--- config.mk ---
export PLATFORM = sky130hd
export DESIGN_NAME = bus_arbiter
export DESIGN_NICKNAME = d
export VERILOG_FILES = /design/src/rtl/bus_arbiter.sv
export SDC_FILE = /design/constraint.sdc
export NUM_CORES = 1
export LEC_CHECK = 0
export CAP_MARGIN = 20
export CORE_AREA = 2 2 198 200
export DETAILED_ROUTE_END_ITERATION = 8
export DIE_AREA = 0 0 200 202
export GPL_ROUTABILITY_DRIVEN = 0
export SYNTH_ARGS = -nofsm -noshare
export SYNTH_HDL_FRONTEND = slang
export SYNTH_SLANG_ARGS = --single-unit
--- constraint.sdc ---
create_clock -name clk -period 2.7 [get_ports clk]
set_clock_uncertainty 0.1 [all_clocks]
set_input_delay 0.54 -clock clk [delete_from_list [all_inputs] [get_ports clk]]
set_output_delay 0.54 -clock clk [all_outputs]
set_load 0.05 [all_outputs]
--- src/rtl/bus_arbiter.sv ---
// Merges the core's fetch and data ports onto one memory port, one transaction at a time; 2-cycle minimum latency.
// Requesters hold valid until data_ok, memory stalls REQ via addr_ok; data has priority, fetch wins after two passes.
module bus_arbiter #(
  parameter int ADDR_W = 64,
  parameter int DATA_W = 64
) (
  input  logic              clk,
  input  logic              rst,
  input  logic              ireq_valid,
  input  logic [ADDR_W-1:0] ireq_addr,
  output logic              iresp_addr_ok,
  output logic              iresp_data_ok,
  output logic [31:0]       iresp_data,
  input  logic              dreq_valid,
  input  logic [ADDR_W-1:0] dreq_addr,
  input  logic [2:0]        dreq_size,
  input  logic [7:0]        dreq_strobe,
  input  logic [DATA_W-1:0] dreq_data,
  output logic              dresp_addr_ok,
  output logic              dresp_data_ok,
  output logic [DATA_W-1:0] dresp_data,
  output logic              mreq_valid,
  output logic [ADDR_W-1:0] mreq_addr,
  output logic [2:0]        mreq_size,
  output logic [7:0]        mreq_strobe,
  output logic [DATA_W-1:0] mreq_data,
  input  logic              mresp_addr_ok,
  input  logic              mresp_data_ok,
  input  logic [DATA_W-1:0] mresp_data
);

  localparam logic [1:0] S_IDLE = 2'd0;
  localparam logic [1:0] S_REQ  = 2'd1;
  localparam logic [1:0] S_WAIT = 2'd2;
  localparam logic [1:0] S_DONE = 2'd3;

  localparam logic [1:0] OWN_NONE = 2'd0;
  localparam logic [1:0] OWN_I    = 2'd1;
  localparam logic [1:0] OWN_D    = 2'd2;

  localparam logic [1:0] STARVE_MAX = 2'd2;

  typedef struct packed {
    logic [ADDR_W-1:0] addr;
    logic [2:0]        size;
    logic [7:0]        strobe;
    logic [DATA_W-1:0] data;
  } mreq_t;

  logic [1:0] state;
  logic [1:0] state_nxt;
  logic [1:0] owner;
  logic [1:0] starve_cnt;
  mreq_t      lat;
  logic       grant_i;
  logic       grant_d;
  logic       capture;

  always_comb begin
    state_nxt = state;
    grant_i   = 1'b0;
    grant_d   = 1'b0;
    capture   = 1'b0;
    case (state)
      S_IDLE: begin
        // Data wins unless the fetch has already been passed over twice.
        if (dreq_valid && !(ireq_valid && starve_cnt == STARVE_MAX)) begin
          grant_d   = 1'b1;
          state_nxt = S_REQ;
        end else if (ireq_valid) begin
          grant_i   = 1'b1;
          state_nxt = S_REQ;
        end
      end
      S_REQ: begin
        if (mresp_addr_ok) begin
          if (mresp_data_ok) begin
            capture   = 1'b1;
            state_nxt = S_DONE;
          end else begin
            state_nxt = S_WAIT;
          end
        end
      end
      S_WAIT: begin
        if (mresp_data_ok) begin
          capture   = 1'b1;
          state_nxt = S_DONE;
        end
      end
      S_DONE:  state_nxt = S_IDLE;
      default: state_nxt = S_IDLE;
    endcase
  end

  always_ff @(posedge clk or negedge rst) begin
    if (!rst) begin
      state         <= S_IDLE;
      owner         <= OWN_NONE;
      starve_cnt    <= 2'd0;
      lat           <= '0;
      mreq_valid    <= 1'b0;
      iresp_addr_ok <= 1'b0;
      iresp_data_ok <= 1'b0;
      iresp_data    <= '0;
      dresp_addr_ok <= 1'b0;
      dresp_data_ok <= 1'b0;
      dresp_data    <= '0;
    end else begin
      state      <= state_nxt;
      mreq_valid <= (state_nxt == S_REQ);

      if (grant_d) begin
        owner      <= OWN_D;
        lat.addr   <= dreq_addr;
        lat.size   <= dreq_size;
        lat.strobe <= dreq_strobe;
        lat.data   <= dreq_data;
        if (!ireq_valid) begin
          starve_cnt <= 2'd0;
        end else if (starve_cnt != STARVE_MAX) begin
          starve_cnt <= starve_cnt + 2'd1;
        end
      end else if (grant_i) begin
        owner      <= OWN_I;
        lat.addr   <= ireq_addr;
        lat.size   <= 3'd2;
        lat.strobe <= 8'h00;
        lat.data   <= '0;
        starve_cnt <= 2'd0;
      end

      // Pulses are launched on the capture edge, so they land exactly in DONE.
      iresp_addr_ok <= capture && (owner == OWN_I);
      iresp_data_ok <= capture && (owner == OWN_I);
      dresp_addr_ok <= capture && (owner == OWN_D);
      dresp_data_ok <= capture && (owner == OWN_D);

      if (capture && owner == OWN_D) begin
        dresp_data <= mresp_data;
      end
      if (capture && owner == OWN_I) begin
        iresp_data <= lat.addr[2] ? mresp_data[DATA_W-1 -: 32] : mresp_data[31:0];
      end
    end
  end

  assign mreq_addr   = lat.addr;
  assign mreq_size   = lat.size;
  assign mreq_strobe = lat.strobe;
  assign mreq_data   = lat.data;

endmodule

==> impl_summary.txt, run 1 <==
----------------------------------------------------
[Final layout]
  Post-Route Utilization ... 0.4411
  Layout Cells excl Fill ... approximately 1800
  Fillers ... about 3600
  Fraction of layout instances using a drive strength above 1 ... 0.1561
  Layout-stage area growth over the synthesis result ... 69.67%
  Leading cell type in the layout, fill and taps excluded ... clkdlybuf4s50_1
  Final Net Count ... 1536
  Antenna diode instance count ... 0
  Commonest cells after routing, fill and taps aside ... 510 x clkdlybuf4s50_1, 244 x dfrtp_1, 74 x mux2_2, 74 x a22o_1, 73 x nand2_1

[Critical path]
  Setup crit end kind ... output pin
  Slack of the worst reg-to-reg path ... ~0.44 ns
  CP required ... about 2.1 ns
  Reg-to-Reg End ... dresp_data[2]
  Largest stage delay on the critical path ... between 0.8 and 0.9 ns
  Reg2reg path depth ... 8
  CP top delay family ... buffers and inverters
  Top fanout value on the critical path ... 2
  Count of buffering cells on the critical path with inverters included ... 1
  Launching element type of the critical path ... register
  CP cell instances ... clkdlybuf4s50_1
  Kind of critical path ... reg2out
  Startpoint of the worst setup timing path ... mreq_strobe[7]
  Worst path arrival time ... between 1.5 and 2 ns
  Worst-path cell with the longest stage delay ... clkdlybuf4s50_1
  Reg-to-reg startpoint ... state[0]

[CTS]
  H-tree levels ... 1
  Skew-Pair Late Insertion Delay ... 0.53 ns
  Maximum clock insertion buffer count ... 3
  Post-CTS setup-driven buffer insertion count ... 0
  Clock Tree Root ... clkbuf_16
  Clock tree from TritonCTS ... built
  Clock slew at the register clock pins of the worst setup and hold paths ... ~0.060 ns
  Total clock buffers created by CTS ... 28
  TritonCTS Sinks ... between 200 and 250

[Yosys]
  Count of synthesis-stage warnings from yosys ... 0
  Cell variety after synth ... 35
  Syn nets ... approximately 1000
  Mapped Cells ... 746
  Register bit total from synthesis ... around 240
  Share of synthesized area occupied by flip-flops and latches ... 0.6135
  Cell area after technology mapping ... between 0.009 and 0.01 sq mm
  Post-Syn Area per Cell ... ~13 sq um

[STA]
  Final clock period utilization by the worst path ... 0.9090
  Fin crit period ... around 2.5 ns
  Max_slew headroom ... 0.5778
  Total negative slack ... 0 ns
  Number of pins exceeding their max-slew limit in the final report ... 0
  Max Clock Freq ... around 0.41 GHz
  RSZ-0062 raised after global routing ... false
  Transition time at the pin with the least slew margin ... around 0.63 ns
  Total setup violations reported at the end of the flow ... 0
  Crit path setup slack, layout ... around 0.25 ns
  Number of endpoints with negative hold slack in the final report ... 0

[Global route]
  Wire length of the first global-routing pass ... roughly 50 mm
  Vias in the first global route ... roughly 8500
  Antenna violations before repair ... 2
  Leftover overflow at the end of global routing ... 0
  Total global routing track utilization ... 0.1579
  Pin count of the biggest net entering global routing ... between 80 and 90

[Drt]
  Post-route DRC violation count ... 0
  Final ANT Viol Nets ... 0
  Drt initial violations ... ~260
  Routed wire length ... 32.99 mm
  Iteration count of the initial detailed-routing pass ... 4
  Routed WL per cell ... ~18 um
  Total vias in the final route ... 8010
  Post-detailed-route via-to-cell ratio ... 4.452

[Floorplan]
  Number of I/O pins ... 513
  Count of standard-cell rows ... between 70 and 80
  Die height ... a little over 200 um
  Total core area ... around 0.038 sq mm
  Effective utilization at floorplan ... 0.2600
  Width of the die ... roughly 200 um
  Area of the die ... roughly 0.04 sq mm

[Placed design]
  Half-perimeter wire length after detailed placement ... 25.03 mm
  Post-placement cell count ... between 1500 and 2000
  Worst slack at placement ... 0.03890 ns
  IO Port Bufs ... 512

[Power and ir drop]
  Max IR drop VDD ... around 0.00073 V
  Total leakage power ... slightly above 7 nW
  Power Total ... 23.05 mW
  Pwr/cell area ... 1365 mW/mm^2

[Worst hold path]
  Class of the tightest hold or removal check ... reg2reg
  Beginning of the worst hold path ... starve_cnt[0]
  Worst Hold Path EP ... starve_cnt[0]
  Worst hold path stage count ... 1

[Run]
  # Max-Cap Violations ... 0

[Status]
  Status ... finished clean

----------------------------------------------------
-- worst max path at each step --
| stage | end | slack (ns) | cells after the start |
|---|---|---|---|
| final | mreq_strobe[7] | 0.25 | 1 |
| after global routing | mreq_strobe[7] | 0.20 | 1 |
| after CTS | mreq_strobe[7] | 0.20 | 1 |
| after detailed placement | dresp_data[1] | 0.04 | 7 |
| after global placement | dresp_data[1] | 0.09 | 7 |
| after floorplan | iresp_data[10] | 0.65 | 4 |
-- routing by layer --
layer / vias to the layer above / share of wire / track usage
li1: 3755 / - / -
met1: 3858 / 0.40 / 0.1914
met2: 350 / 0.49 / 0.2762
met3: 45 / 0.090 / 0.04322
met4: 2 / 0.019 / 0.03810
met5: - / 0.00039 / 0
-- power breakdown --
group	internal (mW)	switching (mW)
clock	2.71	1.55
sequential	5.22	0.915
combinational	4.63	8.02
total	12.6	10.5
-- per-stage QoR --
step	cell area (sq um)	hold WS [ns]
global route	16890	0.4000
finish	16890	0.3751
global placement	15820	0.3613
detailed placement	15820	0.3677
CTS	16890	0.3754
floorplan	9953	0.1444
-- cell type report --
class                      instances  area (sq um)  area share
clock buffer                      35         778.2     0.04608
clock inverter                    17         276.5     0.01637
inverter                           6         22.52    0.001334
multi-input combinational        435          3486      0.2064
sequential                       244          6106      0.3616
tap                              518         648.1     0.03838
timing repair buffer             544          5570      0.3299
-- logic make-up (layout without fill, tap and decap cells) --
family | after synthesis | in the layout | synth area share
compound gates | 221 | 221 | 0.1495
simple gates | 82 | 82 | 0.03545
fa+ha+maj | 4 | 4 | 0.005028
buf+inv | 67 | 602 | 0.03821
mux | 128 | 128 | 0.1584
flops | 244 | 244 | 0.6135
-- what timing repair did --
action / 4_1_cts / 5_1_grt
endpoints found under the hold margin: 58 / 0
hold buffers: 1 / 0
resized for setup: 0 / 0
-- cell usage after synthesis (all sizes together) --
master	instances	area (sq um)
dfrtp	244	6106
mux2	128	1577
a22o	74	648.1
nand2	74	277.8
o21ai	71	359.1
o22ai	64	400.4
buf	36	264.0
clkbuf	25	93.84
inv	6	22.52
a21oi	5	25.02
ha	4	50.05
a21o	2	16.27
nor3	2	21.27
a21boi	1	7.510
a2bb2oi	1	8.760
a31o	1	8.760
a31oi	1	6.260
and2	1	6.260
nand2b	1	6.260
nand3	1	17.52
nand3b	1	7.510
nor2	1	3.750
nor3b	1	12.51
o21a	1	7.510
-- flip-flops by register name (all words and copies together), names as in the netlist, 2 cells and up --
name	flops
dresp_data	64
iresp_data	32
mreq_addr	64
mreq_data	64
mreq_size	3
mreq_strobe	8
owner	2
starve_cnt	2
state	2
Note: power is estimated with default switching activity, not from simulation.
==> run 2, diff against run 1 <==
CORE_AREA = 5 5 195 197   (was 2 2 198 200)
==> run 2 against run 1 <==
Effect of this change:
- register-to-register slack improved by 0.05 ns
- sequential share of layout area grew 0.65 points
- clock power decreased by 15%
- power shrank 2.8%
- maximum frequency grew 0.73%
- critical path depth stayed put
- first-iteration DRC count down 12%
- final area fell by 1.8%
- setup slack better by 0.018 ns
- utilization increased by 1.9 points
- wire length grew 2.8%
- worst hold slack lost 0.00052 ns
- critical path type unchanged
- highest routed layer is now met4
==> impl_summary.txt, run 2 (same netlist as run 1, synthesis figures left out) <==
----------------------------------------------------
[Critical path]
  Largest stage delay on the critical path ... around 0.85 ns
  Worst-path cell with the longest stage delay ... clkdlybuf4s50_1
  Reg-to-reg startpoint ... state[0]
  CP required ... 2.06 ns
  CP top delay family ... buffers and inverters
  CP cell instances ... clkdlybuf4s50_1
  Setup crit end kind ... output pin
  Count of buffering cells on the critical path with inverters included ... 1
  Reg-to-Reg End ... dresp_data[63]
  Launching element type of the critical path ... register
  Worst path arrival time ... roughly 1.8 ns
  Slack of the worst reg-to-reg path ... about 0.49 ns
  Reg2reg path depth ... 8
  Top fanout value on the critical path ... 2
  Startpoint of the worst setup timing path ... mreq_addr[61]
  Kind of critical path ... reg2out

[Global route]
  Wire length of the first global-routing pass ... 50.98 mm
  Leftover overflow at the end of global routing ... 0
  Vias in the first global route ... between 8000 and 9000
  Antenna violations before repair ... 1
  Pin count of the biggest net entering global routing ... 67
  Total global routing track utilization ... 0.1584

[STA]
  Final clock period utilization by the worst path ... 0.9024
  Fin crit period ... approximately 2.4 ns
  Max Clock Freq ... between 0.4 and 0.5 GHz
  Transition time at the pin with the least slew margin ... roughly 0.63 ns
  Number of pins exceeding their max-slew limit in the final report ... 0
  Number of endpoints with negative hold slack in the final report ... 0
  RSZ-0062 raised after global routing ... false
  Max_slew headroom ... 0.5775
  Total negative slack ... 0 ns
  Total setup violations reported at the end of the flow ... 0

[CTS]
  Total clock buffers created by CTS ... 27
  Clock slew at the register clock pins of the worst setup and hold paths ... roughly 0.06 ns
  H-tree levels ... 1
  Clock tree from TritonCTS ... built
  Skew-Pair Late Insertion Delay ... around 0.52 ns
  Clock Tree Root ... clkbuf_16
  Post-CTS setup-driven buffer insertion count ... 0
  Number of gates given a new drive strength after cts ... 0
  TritonCTS Sinks ... 244
  Maximum clock insertion buffer count ... 3

[Worst hold path]
  Class of the tightest hold or removal check ... reg2reg
  Beginning of the worst hold path ... mreq_addr[3]
  Worst hold path stage count ... 2
  Worst Hold Path EP ... mreq_addr[3]

[Floorplan]
  Die height ... slightly above 200 um
  Total core area ... between 0.03 and 0.04 sq mm
  Effective utilization at floorplan ... 0.2758
  Count of standard-cell rows ... 70
  Area of the die ... 0.04040 sq mm
  Width of the die ... roughly 200 um
  Number of I/O pins ... approximately 500

[Power and ir drop]
  Total leakage power ... approximately 7 nW
  Pwr/cell area ... 1351 mW/mm^2
  Max IR drop VDD ... slightly above 0.0007 V

[Placed design]
  Half-perimeter wire length after detailed placement ... between 20 and 30 mm
  IO Port Bufs ... between 500 and 600
  Post-placement cell count ... 1687
  Standard cell area after detailed placement ... about 0.016 sq mm

[Final layout]
  Fraction of layout instances using a drive strength above 1 ... 0.1452
  Antenna diode instance count ... 0
  Layout-stage area growth over the synthesis result ... 66.66%
  Fillers ... between 3000 and 4000
  Design Area, Final ... between 0.015 and 0.02 sq mm
  Final Net Count ... around 1500
  Leading cell type in the layout, fill and taps excluded ... clkdlybuf4s50_1
  Commonest cells after routing, fill and taps aside ... 510 x clkdlybuf4s50_1, 244 x dfrtp_1, 74 x mux2_2, 74 x a22o_1, 73 x nand2_1
  Post-Route Utilization ... 0.4597
  Layout Cells excl Fill ... about 1700

[Drt]
  Final ANT Viol Nets ... 0
  Post-route DRC violation count ... 0
  Total vias in the final route ... 8000
  Routed WL per cell ... between 15 and 20 um
  Post-detailed-route via-to-cell ratio ... around 4.6
  Routed wire length ... 33.89 mm
  Drt initial violations ... approximately 230
  Iteration count of the initial detailed-routing pass ... 4

[Run]
  # Max-Cap Violations ... 0

[Status]
  Status ... finished clean

----------------------------------------------------
==> run 2: cell types whose count changed in the layout (fill, tap and decap cells not counted), sizes merged <==
cell      delta
buf          -9
bufinv       -6
clkbuf       +7
clkinv       -3
clkinvlp     -2
inv          -1
==> run 2: metrics by stage <==
| stage | setup WS, ns | total power [mW] | hold WS (ns) |
|---|---|---|---|
| detailed placement | 0.1216 | 18.95 | 0.3623 |
| CTS | 0.1904 | 22.73 | 0.3831 |
| floorplan | 0.6480 | 14.16 | 0.1444 |
| global route | 0.1907 | 23.53 | 0.3940 |
| global placement | 0.1581 | 18.86 | 0.3616 |
| finish | 0.2634 | 22.41 | 0.3746 |
==> run 2: how the worst max path moves through the flow <==
stage	to	cells after the start
after detailed placement	dresp_data[51]	7
after global routing	mreq_addr[61]	1
after global placement	dresp_data[63]	7
final	mreq_addr[61]	1
after floorplan	iresp_data[10]	4
after CTS	mreq_addr[61]	1
==> run 2: metal layers <==
metal | share of wire | track usage
met1 | 0.40 | 0.1956
met2 | 0.48 | 0.2697
met3 | 0.10 | 0.05368
met4 | 0.017 | 0.03227
met5 | 0 | 0
==> run 2: cell type report <==
cell class	instances	area, sq um	share of cell area
Multi-Input combinational cell	435	3486	0.2101
Sequential cell	244	6106	0.3681
Clock inverter	5	53.80	0.003243
Tap cell	468	585.6	0.03530
Inverter	6	22.52	0.001358
Timing Repair Buffer	535	5503	0.3317
Clock buffer	42	832.0	0.05016
==> run 2: where the power goes <==
group | internal, mW | switching (mW) | total (mW)
registers | 5.22 | 0.895 | 6.12
logic | 4.61 | 8.04 | 12.6
clock network | 2.19 | 1.45 | 3.65
==> run 2: repair_timing <==
action,in CTS,in global routing
hold buffers,1,0
endpoints found under the hold margin,45,0
setup endpoints to repair,0,0
==> run 3, diff against run 2 <==
SLEW_MARGIN = 10   (was not set)
==> results of run 3 <==
Final layout, timing and power as in run 2 (identical DEF).
